--- src/rtl/sel_decoder_seq.sv ---
//------------------------------------------------------------------------------
// sel_decoder_seq
//
// Registered, parametrised N-to-2^N one-hot decoder with a load handshake and
// an auto-scan mode. Either holds a loaded select index on its one-hot output
// or steps through all 2^N outputs, keeping each one active for DWELL enabled
// cycles.
//
// Parameters:
//   N      select width, legal 1..8; output width is 2^N
//   DWELL  enabled cycles per index in scan mode, legal >= 1
//
// Ports:
//   i_clk          clock, all state updates on rising edge
//   i_rst_n        asynchronous active-low reset
//   i_en           output enable; 0 blanks o_out and freezes scan progress
//   i_mode         sampled on load accept: 0 = hold, 1 = scan
//   i_load_valid   load request
//   i_load_sel     select value / scan start index
//   o_load_ready   block can accept a load (IDLE or HOLD)
//   i_stop         abort scan / clear hold, return to IDLE
//   o_out          registered one-hot output
//   o_sel          current select index
//   o_wrap         one-cycle pulse when scan steps from 2^N-1 to 0
//
// Build option:
//   SEL_DECODER_ACTIVE_LOW_EN  when defined, o_out is one-cold: the active bit
//                              is 0 and the inactive value is all ones. o_sel,
//                              o_wrap and o_load_ready are unaffected.
//
// States:
//   state   | meaning
//   --------+-----------------------------------------------------------
//   ST_IDLE | no output driven, waiting for a load
//   ST_HOLD | drive one-hot(o_sel) while i_en, accept replacement loads
//   ST_SCAN | step o_sel every DWELL enabled cycles, loads refused
//------------------------------------------------------------------------------
module sel_decoder_seq #(
    parameter int N     = 3,
    parameter int DWELL = 1
) (
    input  logic                 i_clk,
    input  logic                 i_rst_n,
    input  logic                 i_en,
    input  logic                 i_mode,
    input  logic                 i_load_valid,
    input  logic [N-1:0]         i_load_sel,
    output logic                 o_load_ready,
    input  logic                 i_stop,
    output logic [(1<<N)-1:0]    o_out,
    output logic [N-1:0]         o_sel,
    output logic                 o_wrap
);

    localparam int M  = 1 << N;
    // Keep at least one counter bit so DWELL=1 still has a legal vector.
    localparam int CW = (DWELL > 1) ? $clog2(DWELL) : 1;
    localparam logic [CW-1:0] CNT_LAST = CW'(DWELL - 1);
    localparam logic [N-1:0]  SEL_LAST = {N{1'b1}};

`ifdef SEL_DECODER_ACTIVE_LOW_EN
    localparam logic [M-1:0] OUT_IDLE = {M{1'b1}};
`else
    localparam logic [M-1:0] OUT_IDLE = {M{1'b0}};
`endif

    typedef enum logic [1:0] {
        ST_IDLE = 2'd0,
        ST_HOLD = 2'd1,
        ST_SCAN = 2'd2
    } state_t;

    state_t          r_state;
    logic [N-1:0]    r_sel;
    logic [CW-1:0]   r_cnt;
    logic            r_wrap;
    logic [M-1:0]    r_out;

    state_t          w_nxt_state;
    logic [N-1:0]    w_nxt_sel;
    logic [CW-1:0]   w_nxt_cnt;
    logic            w_nxt_wrap;
    logic [M-1:0]    w_nxt_out;
    logic [M-1:0]    w_hot;
    logic            w_drive;
    logic            w_load_ready;
    logic            w_load_acc;

    // Ready depends only on the state register, so it has no input path.
    assign w_load_ready = (r_state != ST_SCAN);
    // Stop wins over a simultaneous load.
    assign w_load_acc   = i_load_valid & w_load_ready & ~i_stop;

    always_ff @(posedge i_clk or negedge i_rst_n) begin
        if (!i_rst_n) begin
            r_state <= ST_IDLE;
            r_sel   <= '0;
            r_cnt   <= '0;
            r_wrap  <= 1'b0;
            r_out   <= OUT_IDLE;
        end else begin
            r_state <= w_nxt_state;
            r_sel   <= w_nxt_sel;
            r_cnt   <= w_nxt_cnt;
            r_wrap  <= w_nxt_wrap;
            r_out   <= w_nxt_out;
        end
    end

    always_comb begin
        w_nxt_state = r_state;
        w_nxt_sel   = r_sel;
        w_nxt_cnt   = r_cnt;
        w_nxt_wrap  = 1'b0;

        if (i_stop) begin
            w_nxt_state = ST_IDLE;
            w_nxt_cnt   = '0;
        end else if (w_load_acc) begin
            w_nxt_sel   = i_load_sel;
            w_nxt_cnt   = '0;
            w_nxt_state = i_mode ? ST_SCAN : ST_HOLD;
        end else begin
            case (r_state)
                ST_IDLE: w_nxt_state = ST_IDLE;
                ST_HOLD: w_nxt_state = ST_HOLD;
                ST_SCAN: begin
                    if (i_en) begin
                        if (r_cnt == CNT_LAST) begin
                            w_nxt_cnt  = '0;
                            w_nxt_sel  = r_sel + N'(1);
                            // Registered alongside sel, so it is high in the
                            // first cycle that shows index 0.
                            w_nxt_wrap = (r_sel == SEL_LAST);
                        end else begin
                            w_nxt_cnt  = r_cnt + CW'(1);
                        end
                    end
                end
                default: begin
                    w_nxt_state = ST_IDLE;
                    w_nxt_cnt   = '0;
                end
            endcase
        end

        // Output is decoded from the next-state values so it lines up with
        // o_sel after the same edge; a single index write keeps it one-hot.
        w_drive = (w_nxt_state != ST_IDLE) && i_en;
        w_hot   = '0;
        if (w_drive) begin
            w_hot[w_nxt_sel] = 1'b1;
        end
`ifdef SEL_DECODER_ACTIVE_LOW_EN
        w_nxt_out = ~w_hot;
`else
        w_nxt_out = w_hot;
`endif
    end

    assign o_load_ready = w_load_ready;
    assign o_out        = r_out;
    assign o_sel        = r_sel;
    assign o_wrap       = r_wrap;

endmodule

--- config.mk ---
export PLATFORM = sky130hd
export DESIGN_NAME = sel_decoder_seq
export DESIGN_NICKNAME = d
export VERILOG_FILES = /design/src/rtl/sel_decoder_seq.sv
export SDC_FILE = /design/constraint.sdc
export NUM_CORES = 1
export LEC_CHECK = 0
export CORE_MARGIN = 10
export CORE_UTILIZATION = 46
export DETAILED_ROUTE_END_ITERATION = 10
export PLACE_DENSITY = 0.76
export RECOVER_POWER = 25
export SLEW_MARGIN = 10
export SYNTH_ARGS = -nofsm -noshare
export SYNTH_HDL_FRONTEND = slang
export SYNTH_SLANG_ARGS = --single-unit
--- constraint.sdc ---
create_clock -name i_clk -period 5.6 [get_ports i_clk]
set_clock_uncertainty 0.05 [all_clocks]
set_input_delay 1.12 -clock i_clk [delete_from_list [all_inputs] [get_ports i_clk]]
set_output_delay 1.12 -clock i_clk [all_outputs]
set_load 0.03 [all_outputs]
==> flow_metrics.py, run 1 <==
metrics = {
    "placement": {
        "port-buffer-count": 21,
        "dp_worst_setup_slack_ns": 2.64,
        "gp_congestion": 0.876,
        "final_hpwl_dp_mm": 1.23,
    },
    "power": {
        "power_density_nw_per_um2": 278,
        "cellLeakagePower_nw": 0.396,
        "total_power_mw": 0.259,
        "power.ir.vdd_worst_v": 0.000173,
    },
    "worst_hold_path": {
        "hold-path-endpoint": "r_state[0]",
        "hp_start": "r_state[0]",
        "number_of_cells_on_the_worst_hold_path": 2,
        "hp-class": "flop to flop",
    },
    "setup_path": {
        "crit_path_end_kind": "output port",
        "critical-path-slowest-cell": "sky130_fd_sc_hd__clkdlybuf4s50_1",
        "cp.buffers_inverters": 1,
        "timing.critical_path.required_ns": 4.43,
        "critical_path_class": "flop to output port",
        "arrival_ns": 1.81,
        "cpLargestDelayFamily": "buffers and inverters",
        "critical_path_peak_fanout": 11,
        "worstSetupStartpointType": "flop",
        "critical_path.max_stage_delay_ns": 0.76,
        "reg2reg_end": "o_out[2]",
        "worst_r2r_path_depth": 7,
        "worstPathCellList": "nand2b_1, clkdlybuf4s50_1",
        "reg2reg_from": "o_sel[0]",
        "reg2reg_slack_ns": 3.47,
    },
    "timing": {
        "rsz0062_at_grt": "no",
        "setup_viol_count_final": 0,
        "final_min_period_over_clock_period": 0.533,
        "final.min_clock_period_ns": 2.98,
        "finalMaxSlewViolations": 0,
        "tightest_slew_ns": 0.582,
        "hold_viol_final": 0,
        "worst_slack_ns": 2.62,
        "setup_total_negative_slack_ns": 0,
        "fmaxAchievable_mhz": 335,
        "slew_headroom": 0.611,
    },
    "drt": {
        "wirelength_mm": 1.49,
        "drtAntennaViolNets": 0,
        "detail_route.first_pass.iterations": 4,
        "viasPerCell": 5.42,
        "routed_wire_length_per_instance_microns": 15.4,
        "detailedRoute.firstIterationViolations": 11,
        "drc": 0,
        "vias": 526,
    },
    "logic_synthesis": {
        "ys_warn_count": 0,
        "synthAdderAreaFrac": 0.0374,
        "post_synth_xor_area_fraction": 0,
        "synth_top_family_by_area": "simple AND/OR/NAND/NOR gates",
        "post_synth_instance_area_sq_um": 669,
        "yosys-mux-area-fraction": 0.0168,
        "synth.lib_cells_used.distinct": 27,
        "syn_nets": 69,
        "ys_seq_area_frac": 0.523,
        "ys_ff_latch": 14,
        "synth-compound-area-share": 0.164,
        "syn-instance-count": 58,
        "synthesis.area_per_instance_sq_um": 11.5,
        "post_synth_and_or_nand_nor_area_fraction": 0.219,
    },
    "cells_and_area": {
        "most_frequent_standard_cell_in_the_layout_excluding_fill_and_tap_cells": "sky130_fd_sc_hd__clkdlybuf4s50_1",
        "nets": 94,
        "post-route-util": 0.697,
        "layout.area.seq_sq_um": 350,
        "layout-area-overhead-vs-synth_pct": 38.9,
        "multiInputGateArea_sq_um": 293,
        "antenna_diode_count": 0,
        "top_library_cells_by_usage_in_the_layout_fill_and_taps_aside": "19 x sky130_fd_sc_hd__clkdlybuf4s50_1, 14 x sky130_fd_sc_hd__dfrtp_1, 8 x sky130_fd_sc_hd__nor3_1",
        "share_of_post_route_cells_with_drive_strength_above_1": 0.171,
        "filler_cell_count": 104,
    },
    "clock_tree": {
        "ctsHoldBuffers": 0,
        "cts.htree.levels": 1,
        "cts.sink_count": 14,
        "postCtsResizedCells": 0,
        "cts_tree": "built",
        "clock_latency_ns": 0.27,
        "tritoncts_buffers": 3,
        "path_clk_slew_ns": 0.08,
        "clk_root_buffer_cell": "sky130_fd_sc_hd__clkbuf_4",
        "post_cts_buffers": 0,
        "clockBufferDepth": 2,
    },
    "global_routing": {
        "overflow": 0,
        "grt_first_pass_wirelength_mm": 2.41,
        "antenna_found_initial": 0,
        "grt_start_max_net_pins": 15,
        "global_route.usage.total": 0.0914,
        "number_of_global_route_vias_before_repair": 525,
    },
    "die": {
        "io-pin-count": 22,
        "dieHeight_microns": 58.1,
        "die_span_in_x_microns": 58.1,
        "core_area_sq_um": 1330,
        "design.die.area_sq_um": 3380,
        "starting_density": 0.502,
        "placement_rows": 13,
    },
    "flow_run": {
        "drv_cap": 0,
    },
    "outcome": {
        "outcome": "finished, final reports clean",
    },
}
## worst max-delay path by stage
stage	end	cells after the start	from
final	o_load_ready	2	r_state[0]
after detailed placement	o_out[7]	5	i_stop
after global placement	o_out[0]	6	i_stop
after global routing	o_load_ready	2	r_state[0]
after CTS	o_load_ready	2	r_state[0]
after floorplan	o_out[2]	5	i_stop
## layout make-up
type | instances | share of cell area
inverters | 5 | 0.0229
multi-input cells | 38 | 0.315
repair buffers | 21 | 0.226
well taps | 15 | 0.0202
flip-flops and latches | 14 | 0.377
clock buffers | 4 | 0.0390
## worst reg2reg max path, stage by stage, from the launching register on
cell                       delay, ns
sky130_fd_sc_hd__dfrtp_1        0.47
sky130_fd_sc_hd__ha_1           0.24
sky130_fd_sc_hd__ha_1           0.26
sky130_fd_sc_hd__mux2_2         0.25
sky130_fd_sc_hd__or3_1          0.32
sky130_fd_sc_hd__o221ai_2       0.13
sky130_fd_sc_hd__inv_2          0.11
sky130_fd_sc_hd__nor3_1         0.21
## state kept, by name, indices dropped and copies added, names as in the netlist
signal	cells
o_out	8
o_sel	3
r_state	2
o_wrap	1
## cells by family after synthesis
family | count (synthesis)
AOI/OAI and AO/OA | 12
DFF | 14
muxes | 1
and+or+nand+nor | 23
buffers and inverters | 6
adders and majority gates | 2
## routing by layer
layer | routed length [microns] | GRT usage | share of wire | up-vias
met5 | 0 | 0 | 0 | -
met2 | 715 | 0.149 | 0.48 | 18
met1 | 640 | 0.0945 | 0.43 | 245
met3 | 124 | 0.0501 | 0.083 | 2
met4 | 11 | 0.0403 | 0.0074 | 0
li1 | - | - | - | 261
## report_power, final
group	switching, mW	leakage [nW]	total [mW]	internal (mW)
registers	0.00799	0.187	0.116	0.108
clock network	0.0305	0.0210	0.0699	0.0395
logic	0.0414	0.188	0.0728	0.0314
## synthesized netlist by cell type (all sizes together)
library cell,n,area [sq um]
nor3,8,40.0
dfrtp,14,350
inv,5,21.3
a21oi,4,23.8
and2,2,13.8
ha,2,25.0
nand3b,1,7.51
buf,1,5.00
a32o,1,10.0
a221oi,1,26.3
nor2,2,7.51
and4bb,1,16.3
a32oi,1,8.76
or3,1,6.26
nand2,2,7.51
o21ai,2,10.0
mux2,1,11.3
nor2b,2,22.5
a211oi,1,7.51
nand2b,4,25.0
a311oi,1,8.76
o221ai,1,15.0
## stage by stage
| step | hold slack, ns | instance area, sq um | std cells |
|---|---|---|---|
| global route | 0.599 | 930 | 97 |
| global placement | 0.569 | 893 | 93 |
| finish | 0.580 | 930 | 97 |
| floorplan | 0.459 | 669 | 58 |
| CTS | 0.575 | 930 | 97 |
| detailed placement | 0.555 | 893 | 93 |
Note: power is estimated with default switching activity, not from simulation.
==> inputs of run 2 (changes only) <==
--- a/config.mk
+++ b/config.mk
@@ -6,9 +6,9 @@
 export NUM_CORES = 1
 export LEC_CHECK = 0
 export CORE_MARGIN = 10
-export CORE_UTILIZATION = 46
+export CORE_UTILIZATION = 43
 export DETAILED_ROUTE_END_ITERATION = 10
-export PLACE_DENSITY = 0.76
+export PLACE_DENSITY = 0.72
 export RECOVER_POWER = 25
 export SLEW_MARGIN = 10
 export SYNTH_ARGS = -nofsm -noshare
==> constraint.sdc (replaced) <==
create_clock -name i_clk -period 2.9 [get_ports i_clk]
set_clock_uncertainty 0.05 [all_clocks]
set_input_delay 0.58 -clock i_clk [delete_from_list [all_inputs] [get_ports i_clk]]
set_output_delay 0.58 -clock i_clk [all_outputs]
set_load 0.03 [all_outputs]
==> run 2 against run 1 <==
  * Non-clock buffer count unchanged
  * First-iteration DRC count is 9.1% higher
  * Largest power group unchanged
  * Highest routed layer unchanged
  * Critical path depth unchanged
  * Combinational power is 94% higher
  * Die area grew 4.6%
  * Via count down 2.9%
  * Worst hold slack lost 0.065 ns
  * Register-to-register slack got worse by 2.8 ns
  * Count of clock-buffer cells in the layout is 1 lower
  * Sequential share of layout area up 0.51 points
==> flow_metrics.py, run 2 (same netlist as run 1, synthesis figures left out) <==
metrics = {
    "drt": {
        "drtAntennaViolNets": 0,
        "vias": 511,
        "wirelength_mm": 1.38,
        "routed_wire_length_per_instance_microns": 14.2,
        "viasPerCell": 5.27,
        "drc": 0,
        "detailedRoute.firstIterationViolations": 12,
        "detail_route.first_pass.iterations": 4,
    },
    "setup_path": {
        "timing.critical_path.required_ns": 2.27,
        "worst_r2r_path_depth": 7,
        "critical-path-slowest-cell": "sky130_fd_sc_hd__clkdlybuf4s50_1",
        "reg2reg_from": "o_sel[0]",
        "cp.buffers_inverters": 1,
        "worstPathCellList": "nand2b_1, clkdlybuf4s50_1",
        "arrival_ns": 1.76,
        "critical_path.max_stage_delay_ns": 0.75,
        "critical_path_class": "flop to output port",
        "critical_path_peak_fanout": 11,
        "reg2reg_end": "o_out[3]",
        "cpLargestDelayFamily": "buffers and inverters",
        "reg2reg_slack_ns": 0.71,
        "worstSetupStartpointType": "flop",
        "crit_path_end_kind": "output port",
    },
    "power": {
        "power_density_nw_per_um2": 504,
        "cellLeakagePower_nw": 0.388,
        "power.ir.vdd_worst_v": 0.000324,
    },
    "die": {
        "io-pin-count": 22,
        "starting_density": 0.450,
        "die_span_in_x_microns": 59.5,
        "design.die.area_sq_um": 3530,
        "core_area_sq_um": 1490,
        "placement_rows": 14,
        "dieHeight_microns": 59.5,
    },
    "cells_and_area": {
        "multiInputGateArea_sq_um": 293,
        "final-instance-count-excl-fill": 97,
        "layout-area-overhead-vs-synth_pct": 37.0,
        "filler_cell_count": 133,
        "top_library_cells_by_usage_in_the_layout_fill_and_taps_aside": "19 x sky130_fd_sc_hd__clkdlybuf4s50_1, 14 x sky130_fd_sc_hd__dfrtp_1, 8 x sky130_fd_sc_hd__nor3_1",
        "nets": 94,
        "share_of_post_route_cells_with_drive_strength_above_1": 0.160,
        "post-route-util": 0.616,
        "antenna_diode_count": 0,
        "max_reg_flops": 8,
        "fin_area_sq_um": 917,
        "most_frequent_standard_cell_in_the_layout_excluding_fill_and_tap_cells": "sky130_fd_sc_hd__clkdlybuf4s50_1",
        "layout.area.seq_sq_um": 350,
    },
    "global_routing": {
        "antenna_found_initial": 0,
        "global_route.usage.total": 0.0864,
        "grt_start_max_net_pins": 15,
        "grt_first_pass_wirelength_mm": 2.38,
        "number_of_global_route_vias_before_repair": 511,
        "overflow": 0,
    },
    "timing": {
        "setup_total_negative_slack_ns": 0,
        "finalMaxSlewViolations": 0,
        "timing.hold.ws_ns": 0.515,
        "final.min_clock_period_ns": 2.39,
        "setup_viol_count_final": 0,
        "tightest_slew_ns": 0.573,
        "final_min_period_over_clock_period": 0.824,
        "rsz0062_at_grt": "no",
        "hold_viol_final": 0,
        "slew_headroom": 0.617,
        "fmaxAchievable_mhz": 418,
    },
    "placement": {
        "gp_congestion": 0.816,
        "final_hpwl_dp_mm": 1.11,
        "place_area_sq_um": 895,
        "placed_cells": 94,
        "port-buffer-count": 21,
    },
    "clock_tree": {
        "ctsHoldBuffers": 0,
        "cts.htree.levels": 1,
        "path_clk_slew_ns": 0.07,
        "clk_root_buffer_cell": "sky130_fd_sc_hd__clkbuf_4",
        "clock_latency_ns": 0.26,
        "cts_tree": "built",
        "tritoncts_buffers": 3,
        "post_cts_buffers": 0,
        "cts.sink_count": 14,
        "clockBufferDepth": 2,
        "postCtsResizedCells": 0,
    },
    "worst_hold_path": {
        "number_of_cells_on_the_worst_hold_path": 2,
        "hp_start": "r_state[0]",
        "hp-class": "flop to flop",
        "hold-path-endpoint": "r_state[0]",
    },
    "flow_run": {
        "drv_cap": 0,
    },
    "outcome": {
        "outcome": "finished, final reports clean",
    },
}
[run 2: changes by cell type in the layout (fill, tap and decap cells not counted)]
cell	delta
sky130_fd_sc_hd__clkbuf_8	-1
[run 2: worst register-to-register path: cells and delay by family, from the launching register on]
kind,cells,cell delay (ns)
flops,1,0.47
simple gates,2,0.57
compound gates,1,0.14
fa+ha+maj,2,0.50
mux,1,0.25
buf+inv,1,0.11
[run 2: worst max-delay path by stage]
| stage | startpoint | to | slack (ns) | cells after the start |
|---|---|---|---|---|
| global route | r_state[0] | o_load_ready | 0.37 | 2 |
| CTS | r_state[0] | o_load_ready | 0.50 | 2 |
| finish | r_state[0] | o_load_ready | 0.51 | 2 |
| floorplan | o_sel[0] | o_out[2] | 0.80 | 7 |
| detailed placement | i_en | o_out[3] | 0.49 | 6 |
| global placement | i_en | o_out[3] | 0.52 | 6 |
[run 2: report_power, final]
group	switching (mW)	internal (mW)
Sequential	0.0149	0.209
Clock	0.0494	0.0480
Combinational	0.0805	0.0610
Total	0.145	0.318
[run 2: metrics by stage]
step	power, mW	worst slack, ns
floorplan	0.312	0.799
global placement	0.369	0.521
detailed placement	0.369	0.491
CTS	0.470	0.499
global route	0.489	0.371
finish	0.463	0.509
[run 2: layout make-up]
type	count	share of cell area
sequential	14	0.382
multi-input combinational	38	0.319
timing repair buffer	21	0.229
clock buffer	3	0.0246
inverter	5	0.0232
tap	16	0.0218
[run 2: metal layers]
metal	vias to the layer above	track usage	wire [microns]
li1	260	-	-
met1	234	0.105	591
met2	15	0.126	671
met3	2	0.0515	108
met4	0	0.0197	7
met5	-	0	0
